## config.mk

```make
export PLATFORM = sky130hd
export DESIGN_NAME = sm83_intctl
export DESIGN_NICKNAME = d
export VERILOG_FILES = /design/src/rtl/sm83_intctl.sv
export SDC_FILE = /design/constraint.sdc
export NUM_CORES = 1
export LEC_CHECK = 0
export ABC_AREA = 1
export ABC_CLOCK_PERIOD_IN_PS = 1400
export BUFFER_PORTS_ARGS = -buffer_cell sky130_fd_sc_hd__buf_2
export CAP_MARGIN = 10
export CORE_MARGIN = 5
export CORE_UTILIZATION = 40
export CTS_BUF_LIST = sky130_fd_sc_hd__clkbuf_16
export DETAILED_ROUTE_END_ITERATION = 10
export PLACE_DENSITY = 0.72
export SLEW_MARGIN = 20
export SYNTH_ARGS = -nofsm -noshare
export SYNTH_HDL_FRONTEND = slang
export SYNTH_SLANG_ARGS = --single-unit
```

## constraint.sdc

```tcl
create_clock -name clk -period 1.4 [get_ports clk]
set_input_delay 0.14 -clock clk [delete_from_list [all_inputs] [get_ports clk]]
set_output_delay 0.14 -clock clk [all_outputs]
set_load 0.005 [all_outputs]
```

## src/rtl/sm83_intctl.sv

```systemverilog
`default_nettype none
// ============================================================================
// Module   : sm83_intctl
// Purpose  : Interrupt flag/enable register pair for the sm83 core. Latches
//            rising edges of peripheral request lines into IF, masks them
//            with IE and presents the result on the core's irq vector. The
//            core's one-hot iack clears the serviced flag. Priority and IME
//            are handled by the core.
// Ports    : clk, reset      - system clock, synchronous active-high reset
//            adr, din        - CPU address bus and write data
//            wr, rd          - write / read strobes qualified by adr
//            dout, dout_oe   - combinational read data and its enable
//            src             - peripheral request levels (rising edge = req)
//            irq, wake       - pending & enabled vector, OR of irq
//            iack            - one-hot acknowledge from the core
// Revision : 1.0 - initial release
// ============================================================================
module sm83_intctl #(
  parameter int          NUM_SRC = 5,
  parameter logic [15:0] IF_ADR  = 16'hff0f,
  parameter logic [15:0] IE_ADR  = 16'hffff
) (
  input  logic               clk,
  input  logic               reset,
  input  logic [15:0]        adr,
  input  logic [7:0]         din,
  input  logic               wr,
  input  logic               rd,
  output logic [7:0]         dout,
  output logic               dout_oe,
  input  logic [NUM_SRC-1:0] src,
  output logic [7:0]         irq,
  input  logic [7:0]         iack,
  output logic               wake
);

  logic [NUM_SRC-1:0] if_q;
  logic [7:0]         ie_q;
  logic [NUM_SRC-1:0] src_q;

  logic               sel_if;
  logic               sel_ie;
  logic [NUM_SRC-1:0] rise;
  logic [7:0]         if_rd;

  assign sel_if = (adr == IF_ADR);
  assign sel_ie = (adr == IE_ADR);
  assign rise   = src & ~src_q;

  always_ff @(posedge clk) begin
    if (reset) begin
      if_q  <= '0;
      ie_q  <= 8'h00;
      // All ones so a source already high when reset releases is not an edge.
      src_q <= '1;
    end else begin
      src_q <= src;
      // A fresh edge is OR-ed in last so it survives both a write and an ack.
      if (wr && sel_if)
        if_q <= din[NUM_SRC-1:0] | rise;
      else
        if_q <= (if_q & ~iack[NUM_SRC-1:0]) | rise;
      if (wr && sel_ie)
        ie_q <= din;
    end
  end

  // Per-bit build of the 8-bit views; bits above NUM_SRC read as 1 in IF
  // and are forced to 0 on irq.
  for (genvar i = 0; i < 8; i++) begin : g_bit
    if (i < NUM_SRC) begin : g_src
      assign if_rd[i] = if_q[i];
      assign irq[i]   = if_q[i] & ie_q[i];
    end else begin : g_pad
      assign if_rd[i] = 1'b1;
      assign irq[i]   = 1'b0;
    end
  end

  assign wake = |irq;

  always_comb begin
    dout    = 8'hff;
    dout_oe = 1'b0;
    if (rd && sel_if) begin
      dout    = if_rd;
      dout_oe = 1'b1;
    end else if (rd && sel_ie) begin
      dout    = ie_q;
      dout_oe = 1'b1;
    end
  end

endmodule
`default_nettype wire

```

[Yosys cells after proc, flatten, opt, wreduce, memory -nomap -nowiden]
Cells that the tools add are included.
Operators by class
  reduce and logical (&&, ||, !) cells: 5
  equality and inequality tests: 2
  mux-type cells: 5
  bitwise logic cells: 11
Operators with widths (count)
  16-bit equality test, second input constant: 2
  8-bit 2-to-1 mux: 2
  5-bit AND: 2
  5-bit NOT: 2
  5-bit bitwise OR: 2
  1-bit AND: 5
  5-bit 2-to-1 mux: 1
  5-bit OR reduction: 1
  1-bit logical AND: 4
  1-bit 2-to-1 mux: 2
Storage, ports and cells
  bits of input ports: 41
  output and inout port bits: 18
  register bits: 18
  word-level logic and storage cells: 26

[Depth between registers and ports, before layout]
  word-level depth: 4
  gate-level depth with buffers: 10
  gate-level depth less buffers: 9

[Least setup slack after synthesis]
Ideal clock, no wire load.
  kind: input-to-output
  from: in adr[14]
  to: out dout[5]
  slack: 274 ps
  data required time: 1260 ps
  stages: 8
  path buffers: 1
  data arrival time: 986 ps
  path through: nand2_1 inv_1 nand2_2 nor2_4 and2_1 buf_6 nand2_2 or2_1
Between the ends
  cells in the longest elaborated chain, start to end: 4
  elaborated cells between the ends (all ways): 6
  classes of those cells: eq/ne: 2; mux: 2; reduce/logical: 2
RTL lines
  from (decl): line 25  | input logic [15:0] adr,
  16-bit equality test: line 47  | assign sel_ie = (adr == IE_ADR);
  1-bit logical AND: line 88  | end else if (rd && sel_ie) begin
  8-bit 2-to-1 mux: line 88
  8-bit 2-to-1 mux (*): line 85  | if (rd && sel_if) begin
  to (decl): line 29  | output logic [7:0] dout,
Mark *: on every way between the ends. The rest lies on a longest branch, timed or not.

[Final worst setup path]
  from: in adr[14]
  to: out dout[6]
The elaborated chain is that of the path after synthesis.

==> results.cfg <==
[job]
cap_viol_max_count = 0

[sta]
period_share_pct = 89.17
fmax_mhz = 801.0
rsz0062_at_grt = false
finClkSkew_ns = 0.001110
fin_hold_ws_ns = 0.07834
worst_slack_ns = 0.1516
final_hold_viol_count = 0
min_period_ns = 1.248
slew_viol_final = 0
finalSetupViolations = 0

[clock_tree]
clock_insertion_delay_worst_skew_ns = 0.25
clock_path_buffers = 2
cts_tree = yes
clkSlewWorstSetupHoldPaths_ns = 0.05
cts_buffers = 3
cts_htree_levels = 1
cts-root-buf = clkbuf_16
clock-sinks = 18
post-cts-setup-buffers = 0

[die]
die_h_um = 62.05
core_area_mm2 = 0.002545
rows = 18
ios = 59
start_util_pct = 42.58
fp.dieW_um = 62.05
fp.dieArea_mm2 = 0.003850

[critical_path]
crit_chain = buf_2, nand2_1, inv_1, nand2_2, nor2_4, and2_1, nand2_2, or2_1, buf_2
cp_max_fo = 4
cpPeakStageDelay_ns = 0.21
crit_required_ns = 1.26
r2r_setup_slack_ns = 0.60
crit_type = primary input to output pin
crit_arrival_ns = 1.11
start_kind = primary input
crit_end = dout[6]
crit_path_end_kind = output pin
crit-reg2reg-launch = src_q[4]
rr_worst_depth = 4
r2r-end = if_q[4]
worstSetupStartpoint = adr[14]
cpMaxStageDelayCell = or2_1

[final_layout]
fin_cells = 252
n_antenna_cell = 0
syn_to_final_growth_pct = 33.26
final_util_pct = 56.74
nets = 264
drive_gt1_share_pct = 31.98
filler_cell_count = 260

[synth]
post-synth-top-area-cell = dfxtp_1
synth_seq_cells = 18
synthCells = 169
ys.flop_type = dfxtp_1
syn_area_mm2 = 0.001084
async_flop_share_pct = 0
synth.top_cell.area_share_pct = 33.26
ys_seq_area_share_pct = 33.26
synth-edff-count = 0
synth_area_leaders = dfxtp_1 33%, nand2_1 15%, inv_1 10%
avgSynthCellArea_um2 = 6.411
synth_warnings = 0
netlist-cell-type-count = 23

[placement]
dp.cells = 248
dpl.hpwl_um = 1989
place_ws_ns = -0.04832
io_buffers = 52
gp_congestion = 0.7779

[min_path]
hp-class = primary input to flop

[drt]
drt-initial-drc-count = 24
ant_nets = 0
routed_wl_um = 2376
post_drt_wl_per_cell_um = 9.429
viasPerCell = 4.496
drt_pass1_iterations = 5
vias = 1133
drc = 0

[status]
status = finished, final reports clean

[grt]
grt_use_met2_pct = 22.93
antenna_found_initial = 0
globalRouteMet1Util_pct = 18.60
grt_pass1_wl_um = 4119
grt_max_degree = 17
grt-ovfl-total = 0
use_met3_pct = 3.719
grt_use_total_pct = 14.15
grt_pass1_vias = 1037
top_usage_layer = met2

[power_and_ir_drop]
powerDensity_mw_per_mm2 = 841.6
irDropWorstVdd_uv = 829.1
cellLeakagePower_nw = 0.8055
cells by family (layout without fill, tap and decap cells):
kind of cell	count (synthesis)	in the layout	share of synthesized area [%]
flip-flops	18	18	33.26
AND/OR/NAND/NOR	98	98	43.53
AO/OA/AOI/OAI	13	13	6.350
buffers and inverters	39	90	16.51
other	1	3	0.3461
synthesized netlist by cell type, types with 2 or more instances:
| library cell | instances |
|---|---|
| nand2_1 | 44 |
| inv_1 | 30 |
| dfxtp_1 | 18 |
| nor2_1 | 16 |
| nand3_1 | 8 |
| nand3b_1 | 8 |
| a21oi_1 | 7 |
| nand4_1 | 7 |
| o21ai_0 | 5 |
| or2_2 | 5 |
| buf_4 | 3 |
| nand2_2 | 3 |
| or2_1 | 3 |
| buf_2 | 2 |
| nor2_4 | 2 |
stage by stage:
step / TNS (ns) / cell area [um2] / power (mW)
final: 0 / 1444 / 1.215
after global routing: 0 / 1444 / 1.262
after CTS: 0 / 1436 / 1.225
after detailed placement: -0.1145 / 1353 / 0.6617
after global placement: -0.04675 / 1353 / 0.6604
after floorplan: 0 / 1091 / 0.6021
final cells by class:
cell class | count | area, um2 | area share (%)
clock buffer | 3 | 75.07 | 5.199
tap | 30 | 37.54 | 2.600
sequential | 18 | 360.3 | 24.96
inverter | 30 | 112.6 | 7.799
multi-input combinational | 114 | 564.3 | 39.08
clock inverter | 1 | 3.754 | 0.2600
timing repair buffer | 56 | 290.3 | 20.10
sequential cells by signal (all words and copies together), names as in the netlist:
name   cells
ie_q       8
src_q      5
if_q       5
per-layer routing:
metal	up-vias	part of all wire, %	routed length [um]
li1	615	-	-
met1	468	48	1132
met2	46	40	960
met3	4	11	268
met4	0	0.59	14
met5	-	0	0
cells in the final DEF (no fill, tap or decap), types with 2 or more instances in the layout:
cell type  netlist  layout
dfxtp_1         18      18
nor2_1          16      16
nand2_1         44      44
o21ai_1          0       3
conb_1           1       3
a21oi_1          7       7
o21ai_0          5       2
nand2_2          3       3
inv_1           30      30
buf_2            2      52
nand4_1          7       7
nor2_4           2       2
nand3_1          8       7
clkbuf_16        0       3
or2_2            5       5
nand3b_1         8       8
or2_1            3       3
buf_4            3       4
how the worst min path moves through the flow:
stage,start,end,slack [ns],depth (start not counted)
after CTS,src[4],src_q[4],0.08,3
after global placement,src[4],src_q[4],0.33,3
after global routing,src[2],src_q[2],0.1,2
after detailed placement,src[4],src_q[4],0.34,3
final,src[4],src_q[4],0.08,3
after floorplan,src[4],src_q[4],0.23,2
where the power goes:
part           total, mW  internal (mW)  switching, mW
registers          0.532          0.526        0.00610
clock network      0.563          0.379          0.184
logic              0.120         0.0612         0.0583
total               1.22          0.967          0.248
timing repair:
action | in CTS | in global routing
gates resized for setup | 1 | 4
setup endpoints to repair | 5 | 5
hold buffers | 0 | 0
cloned | 0 | 0
worst max-delay path: cells and delay by family:
kind | cells | cell delay, ns
AND/OR/NAND/NOR | 6 | 0.70
buffers and inverters | 3 | 0.25
Note: power is estimated with default switching activity, not from simulation.
